<file path="src/rtl/instr_packer_if.sv">
// Instruction-field handshake and byte-write bus for instr_packer.
// The master side supplies encoded fields; the slave side packs them and writes bytes.
interface instr_packer_if;
   logic        in_valid;
   logic        in_ready;
   logic [2:0]  fmt;
   logic [2:0]  funct3;
   logic        sub;
   logic [4:0]  rs1;
   logic [4:0]  rs2;
   logic [4:0]  rd;
   logic [11:0] imm;
   logic        wr_en;
   logic [7:0]  wr_addr;
   logic [7:0]  wr_data;
   logic [31:0] instr_word;
   logic        full;
   logic        err;

   modport master (
      output in_valid, fmt, funct3, sub, rs1, rs2, rd, imm,
      input  in_ready, wr_en, wr_addr, wr_data, instr_word, full, err
   );

   modport slave (
      input  in_valid, fmt, funct3, sub, rs1, rs2, rd, imm,
      output in_ready, wr_en, wr_addr, wr_data, instr_word, full, err
   );
endinterface

</file>
<file path="src/rtl/instr_packer.sv">
// Encodes RV32I-style instruction fields into a 32-bit word and writes it
// little-endian, one byte per cycle, into a 256-byte instruction memory.
module instr_packer #(
   parameter int unsigned BASE_ADDR = 4
) (
   input  logic          clk,
   input  logic          rst_n,
   input  logic          clear,
   instr_packer_if.slave bus
);
   typedef enum logic [1:0] {StIdle, StWrite, StFull} state_e;

   localparam logic [8:0] BaseAddr = 9'(BASE_ADDR);

   state_e      state;
   logic [1:0]  k;
   logic [1:0]  k_next;
   logic [8:0]  ptr;
   logic [8:0]  ptr_next;
   logic [31:0] enc;
   logic        legal;
   logic [31:0] word_q;
   logic        wr_en_q;
   logic [7:0]  wr_addr_q;
   logic [7:0]  wr_data_q;
   logic        full_q;
   logic        err_q;

   assign k_next   = k + 2'd1;
   assign ptr_next = ptr + 9'd4;

   always_comb begin
      enc   = 32'h0;
      legal = 1'b1;
      case (bus.fmt)
         3'd0: enc = {1'b0, bus.sub, 5'b00000, bus.rs2, bus.rs1, bus.funct3, bus.rd, 7'b0110011};
         3'd1: enc = {bus.imm, bus.rs1, bus.funct3, bus.rd, 7'b0010011};
         3'd2: enc = {bus.imm, bus.rs1, 3'b010, bus.rd, 7'b0000011};
         3'd3: enc = {bus.imm[11:5], bus.rs2, bus.rs1, 3'b010, bus.imm[4:0], 7'b0100011};
         3'd4: enc = {bus.imm[11], bus.imm[9:4], bus.rs2, bus.rs1, bus.funct3,
                      bus.imm[3:0], bus.imm[10], 7'b1100011};
         default: legal = 1'b0;
      endcase
   end

   always_ff @(posedge clk or negedge rst_n) begin
      if (!rst_n) begin
         state     <= StIdle;
         k         <= 2'd0;
         ptr       <= BaseAddr;
         word_q    <= 32'h0;
         wr_en_q   <= 1'b0;
         wr_addr_q <= 8'h0;
         wr_data_q <= 8'h0;
         full_q    <= 1'b0;
         err_q     <= 1'b0;
      end else if (clear) begin
         // Aborts any in-flight word; the last encoded word is kept.
         state   <= StIdle;
         k       <= 2'd0;
         ptr     <= BaseAddr;
         wr_en_q <= 1'b0;
         full_q  <= 1'b0;
         err_q   <= 1'b0;
      end else begin
         unique case (state)
            StIdle: begin
               if (bus.in_valid && !full_q) begin
                  if (legal) begin
                     word_q    <= enc;
                     state     <= StWrite;
                     k         <= 2'd0;
                     wr_en_q   <= 1'b1;
                     wr_addr_q <= ptr[7:0];
                     wr_data_q <= enc[7:0];
                  end else begin
                     err_q <= 1'b1;
                  end
               end
            end
            StWrite: begin
               if (k == 2'd3) begin
                  wr_en_q <= 1'b0;
                  ptr     <= ptr_next;
                  if (ptr_next > 9'd252) begin
                     full_q <= 1'b1;
                     state  <= StFull;
                  end else begin
                     state <= StIdle;
                  end
               end else begin
                  k         <= k_next;
                  wr_addr_q <= ptr[7:0] + {6'b0, k_next};
                  wr_data_q <= word_q[{k_next, 3'b000} +: 8];
               end
            end
            StFull:  state <= StFull;
            default: state <= StIdle;
         endcase
      end
   end

   assign bus.in_ready   = (state == StIdle) && !full_q && !clear;
   assign bus.wr_en      = wr_en_q;
   assign bus.wr_addr    = wr_addr_q;
   assign bus.wr_data    = wr_data_q;
   assign bus.instr_word = word_q;
   assign bus.full       = full_q;
   assign bus.err        = err_q;
endmodule
</file>
<file path="src/flat_wrapper.sv">
// flat-port wrapper written by rule: the top's interface ports become plain ports
module instr_packer_flat 
#(
   parameter int unsigned BASE_ADDR = 4
)
  (clk, rst_n, clear, bus_in_valid, bus_fmt, bus_funct3, bus_sub, bus_rs1, bus_rs2, bus_rd, bus_imm, bus_in_ready, bus_wr_en, bus_wr_addr, bus_wr_data, bus_instr_word, bus_full, bus_err);
  instr_packer_if bus_i ();
  input  logic clk;
  input  logic rst_n;
  input  logic clear;
  input wire logic [$bits(bus_i.in_valid)-1:0] bus_in_valid;
  input wire logic [$bits(bus_i.fmt)-1:0] bus_fmt;
  input wire logic [$bits(bus_i.funct3)-1:0] bus_funct3;
  input wire logic [$bits(bus_i.sub)-1:0] bus_sub;
  input wire logic [$bits(bus_i.rs1)-1:0] bus_rs1;
  input wire logic [$bits(bus_i.rs2)-1:0] bus_rs2;
  input wire logic [$bits(bus_i.rd)-1:0] bus_rd;
  input wire logic [$bits(bus_i.imm)-1:0] bus_imm;
  output wire logic [$bits(bus_i.in_ready)-1:0] bus_in_ready;
  output wire logic [$bits(bus_i.wr_en)-1:0] bus_wr_en;
  output wire logic [$bits(bus_i.wr_addr)-1:0] bus_wr_addr;
  output wire logic [$bits(bus_i.wr_data)-1:0] bus_wr_data;
  output wire logic [$bits(bus_i.instr_word)-1:0] bus_instr_word;
  output wire logic [$bits(bus_i.full)-1:0] bus_full;
  output wire logic [$bits(bus_i.err)-1:0] bus_err;
  assign bus_i.in_valid = bus_in_valid;
  assign bus_i.fmt = bus_fmt;
  assign bus_i.funct3 = bus_funct3;
  assign bus_i.sub = bus_sub;
  assign bus_i.rs1 = bus_rs1;
  assign bus_i.rs2 = bus_rs2;
  assign bus_i.rd = bus_rd;
  assign bus_i.imm = bus_imm;
  assign bus_in_ready = bus_i.in_ready;
  assign bus_wr_en = bus_i.wr_en;
  assign bus_wr_addr = bus_i.wr_addr;
  assign bus_wr_data = bus_i.wr_data;
  assign bus_instr_word = bus_i.instr_word;
  assign bus_full = bus_i.full;
  assign bus_err = bus_i.err;
  instr_packer #(.BASE_ADDR(BASE_ADDR)) u_core (.clk(clk), .rst_n(rst_n), .clear(clear), .bus(bus_i));
endmodule
</file>
<file path="config.mk">
export PLATFORM = sky130hd
export DESIGN_NAME = instr_packer_flat
export DESIGN_NICKNAME = d
export VERILOG_FILES = /design/src/rtl/instr_packer_if.sv /design/src/rtl/instr_packer.sv /design/src/flat_wrapper.sv
export SDC_FILE = /design/constraint.sdc
export NUM_CORES = 1
export LEC_CHECK = 0
export ABC_AREA = 1
export CAP_MARGIN = 0
export CORE_MARGIN = 5
export CORE_UTILIZATION = 24
export CTS_BUF_LIST = sky130_fd_sc_hd__clkbuf_8
export DETAILED_ROUTE_END_ITERATION = 16
export PLACE_DENSITY_LB_ADDON = 0.15
export SETUP_SLACK_MARGIN = 0.15
export SYNTH_ARGS = -nofsm -noshare
export SYNTH_HDL_FRONTEND = slang
export SYNTH_SLANG_ARGS = --single-unit
</file>
<file path="constraint.sdc">
create_clock -name clk -period 2 [get_ports clk]
set_input_delay 0.3 -clock clk [delete_from_list [all_inputs] [get_ports clk]]
set_output_delay 0.3 -clock clk [all_outputs]
set_load 0.02 [all_outputs]
</file>
* Word level (Yosys, flattened, before mapping)
Cells that the tools add are included.
** Operators by class
- $lt $le $gt $ge :: 1
- Equality and inequality tests :: 15
- Add/sub/neg operators :: 3
- Reduce and logical (&&, ||, !) cells :: 23
- Bitwise gates (word level) :: 1
- Shift operators :: 1
- Muxes and demuxes :: 37
** Operator list (number)
- $pmux 32 s5 :: 1
- $mux 8 :: 6
- $pmux 8 s2 :: 2
- $shiftx 32x6->8 :: 1
- $mux 9 :: 3
- $mux 2 :: 9
- $mux 1 :: 13
- $reduce_and 4->1 :: 3
- $reduce_bool 2->1 :: 6
- $add 9x3->9 const B :: 1
- $gt 9x8->1 const B :: 1
- $ne 3x2->1 const B :: 3
- $reduce_and 3->1 :: 3
- $add 8x2->8 :: 1
- $eq 3x2->1 const B :: 2
- $pmux 2 s3 :: 1
- $reduce_and 5->1 :: 1
- $reduce_or 5->1 :: 1
- $eq 2x2->1 const B :: 2
- $ne 2x1->1 const B :: 2
- $ne 2x2->1 const B :: 2
- $pmux 2 s2 :: 1
- $eq 3x1->1 const B :: 1
- $eq 3x3->1 const B :: 1
- 11 further kinds :: 14
** Storage, ports and cells
- Bits of input ports :: 38
- Output and inout bits :: 52
- Register bits :: 64

* Depth between registers and ports, before layout
- Depth after elaboration :: 7
- Mapped depth :: 11
- Depth with buffers taken out :: 10

* Least setup slack after synthesis
Ideal clock, no wire load.
- Path kind :: reg2reg
- Start :: register u_core.ptr[2]
- End :: register u_core.state[1]
- Path slack :: 440 ps
- Cell stages (with the launch flop) :: 10
- Setup time :: 77 ps
- Arrival :: 1483 ps
- Cell sequence :: dfstp_2 inv_1 ha_1 nor3_1 nand2_1 nor2_1 nand3_1 nand2_1 nand2_1 a21oi_1
** Between the ends
- Word-level cells in the longest chain between the ends :: 6
** Ends and longest elaborated chain
- start: declaration :: line instr_packer.sv:18 : logic [8:0] ptr;
- start signal: assignment :: line instr_packer.sv:50 : ptr <= BaseAddr;
- start signal: assignment :: line instr_packer.sv:61 : ptr <= BaseAddr;
- start signal: assignment :: line instr_packer.sv:84 : ptr <= ptr_next;
- $add 9x3->9 :: line instr_packer.sv:30 : assign ptr_next = ptr + 9'd4;
- $gt 9x8->1 :: line instr_packer.sv:85 : if (ptr_next > 9'd252) begin
- $mux 2 :: line instr_packer.sv:85
- $mux 2 :: line instr_packer.sv:82 : if (k == 2'd3) begin
- $pmux 2 s3 :: line instr_packer.sv:66 : unique case (state)
- $mux 2 :: line instr_packer.sv:57 : end else if (clear) begin
- end signal: assignment :: line instr_packer.sv:59 : state <= StIdle;
- end signal: assignment :: line instr_packer.sv:87 : state <= StFull;
- end signal: assignment :: line instr_packer.sv:89 : state <= StIdle;
- end: declaration :: line instr_packer.sv:15 : state_e state;
Every way passes these cells. The select of a mux whose other input is x is not followed.
A chain may end at the register's enable or synchronous reset.

* Worst setup path after layout
- Start :: register u_core.state[1]
- End :: output bus_in_ready
** Between the ends
- Word-level cells in the longest chain between the ends :: 3
** Ends and longest elaborated chain
- start signal: assignment :: line instr_packer.sv:48 : state <= StIdle;
- start signal: assignment :: line instr_packer.sv:59
- start signal: assignment :: line instr_packer.sv:71 : state <= StWrite;
- $logic_not 2->1 :: line instr_packer.sv:103 : assign bus.in_ready = (state == StIdle) && !full_q && !clear;
- $logic_and 1x1->1 (2 in a row) :: line instr_packer.sv:103
- end: declaration :: line flat_wrapper.sv:19 : output wire logic [$bits(bus_i.in_ready)-1:0] bus_in_ready;
Every way passes these cells.

==> metrics.cfg <==
[status]
outcome=finished clean

[synthesis]
synth.top_cells.by_area=dfrtp_1, nand2_1, inv_1
syn_area_sq_um=3120
yosysWarningCount=0
yosysTopAreaCell=dfrtp_1
synth_seq_cells=59
syn_avg_cell_area_sq_um=8.13
synthArstFlopShare_pct=100
synth_cell_types=35
synth_flop_cell=dfrtp_1
ys_seq_area_share_pct=47.3
synth_edf_count=0
synth_top_cell_area_share_pct=46.5
syn_inst=384

[cts]
cts_max_level=3
cts_made_buffers=9
cts-root-buf=clkbuf_8
path_clk_slew_ns=0.07
cts_max_path_buffers=2
clk_latency_ns=0.34
clock-sinks=59
cts_tree=done

[routing]
wl_met2_um=4560
route.met3.wl_um=776
route.vias.total=2936
drtIter0Drc=83
routedWlPerCell_um=15.0
routed_wl_um=10000
drt_first_pass_iters=4
via_per_inst=4.40
wl_met1_um=4570
highest_layer=met4
ant_nets=0
drcViolationCount=0

[place]
gp_congestion=0.826
place_hpwl_um=7830
io_buffers=87
place_inst=648
place_ws_ns=0.0500
placedInstanceArea_sq_um=4260

[setup_path]
cp_top_family=buffers and inverters
r2r_end=u_core.state[1]
crit_chain=inv_1 > nand2_1 > nor3_1 > clkdlybuf4s15_1
path_buf_inv=2
cp.required_ns=1.70
cp-start-kind=flop
r2r_slack_ns=0.28
r2r_start=u_core.ptr[2]
worstSetupPathType=flop to output port
cp-end-kind=output port
cp_slowest_stage_delay_ns=0.40
crit_path_max_fanout=3
rr_worst_depth=9
cp.arrival_ns=1.44
crit_slowest_cell=dfrtp_1

[layout]
mostFrequentLayoutCell=nand2_1
final_core_util_pct=35.6
most-common-layout-cells=nand2_1, clkdlybuf4s50_1, dfrtp_1, inv_1, o21ai_0
fin_cells=667
area_growth_pct=44.6
fin_area_sq_um=4510
drive_gt1_share_pct=14.1
antennaDiodeCount=0
fillers=1345
nets=532

[sta]
worst_hold_slack_ns=0.483
finalSetupTns_ns=0
max_freq_ghz=0.576
period_minus_slack_ns=1.74
finalCritPeriodShare_pct=86.8
hold_viol=0
fin_worst_skew_ns=0.0152
finalMaxSlewViolations=0
setup_viol=0
layout_setup_ws_ns=0.263
rsz0062_at_grt=no

[job]
cap_viol_max_count=0

[worst_hold_path]
whs_endpoint=u_core.bus.wr_addr[1]
hp-start=u_core.bus.wr_addr[1]
hp-class=flop to flop
worstHoldPathCells=2

[power_and_ir_drop]
leakage_nw=2.05
power_frac_comb_pct=29.2
netSwitchingPower_mw=1.29
pwr-share-clk_pct=32.1
p_int_mw=2.59
p_per_area_nw_per_um2=859
ir_drop_mv=0.327
p_seq_share_pct=38.7
swShare_pct=33.2
power_mw=3.88

[grt]
grt.total_usage_pct=13.9
grt_max_degree=60
grt-ovfl-total=0
grt_pass1_wl_um=16400
grt_pass1_vias=3155
antenna_found_initial=0

[floorplan]
core_sq_um=12700
start_util_pct=24.6
rows=41
die_area_sq_um=15400
ios=90
die_h_um=124
die_w_um=124

-- flip-flops by register name, summed over array words and instances (netlist names) --
signal                 cells
u_core.bus.err             1
u_core.bus.full            1
u_core.bus.instr_word     29
u_core.bus.wr_addr         8
u_core.bus.wr_data         8
u_core.bus.wr_en           1
u_core.k                   2
u_core.ptr                 7
u_core.state               2
-- synth_stat cells (5+ instances only) --
cell type,count
nand2_1,97
dfrtp_1,58
inv_1,49
o21ai_0,33
nand3_1,23
a21oi_1,19
o22ai_1,18
nor2_1,16
o21ai_2,9
buf_4,6
inv_2,6
buf_2,5
-- power by group through the flow --
stage          clock, mW  sequential [mW]  combinational (mW)
2_1_floorplan          0             1.69               0.364
6_report            1.25             1.50                1.13
5_1_grt             1.36             1.52                1.24
3_5_place_dp           0             1.52                1.14
3_3_place_gp           0             1.52                1.14
4_1_cts             1.30             1.50                1.15
-- metal layers --
layer,global-route usage (%),up-vias
met1,18.3,1388
met5,0,-
met3,5.59,6
met4,3.56,0
met2,21.4,83
li1,-,1459
-- worst max path at each step --
| stage | startpoint | to | slack, ns | depth (start not counted) |
|---|---|---|---|---|
| finish | u_core.state[1] | bus_in_ready | 0.26 | 4 |
| detailed placement | clear | u_core.k[1] | 0.05 | 7 |
| global placement | clear | u_core.k[0] | 0.03 | 7 |
| global route | u_core.ptr[2] | u_core.bus.full | 0.15 | 10 |
| floorplan | u_core.ptr[2] | u_core.state[1] | 0.44 | 9 |
| CTS | u_core.ptr[2] | u_core.state[1] | 0.21 | 9 |
-- cell families (layout without fill, tap and decap cells) --
kind of cell / count (synthesis) / count (layout) / synth area share (%)
DFF: 59 / 59 / 47.3
adders and majority gates: 4 / 4 / 1.60
xor gates and xnor gates: 4 / 4 / 1.12
buffers and inverters: 70 / 179 / 9.98
AOI/OAI and AO/OA: 92 / 92 / 17.7
other: 1 / 3 / 0.120
and+or+nand+nor: 154 / 154 / 22.2
-- worst register-to-register path: cells and delay by family (launching register included) --
family          cells  cell delay [ns]
fa+ha+maj           1             0.33
compound gates      1             0.11
buf+inv             1             0.10
simple gates        6             0.52
flops               1             0.58
-- timing repair --
item / CTS / global route
hold buffers: 1 / 0
gates cloned: 0 / 0
buffers inserted: 0 / 2
hold endpoints to repair: 58 / 0
resized for setup: 1 / 4
endpoints found under the setup margin: 1 / 4
-- area by class of cell --
cell class	count	area, sq um	share of cell area, %
clock inverters	7	100	2.22
multi-input cells	257	1350	29.9
flip-flops and latches	59	1480	32.7
repair buffers	107	1030	22.8
clock buffers	9	124	2.74
inverters	56	215	4.77
well taps	172	215	4.77
(Power assumes the default switching activity.)
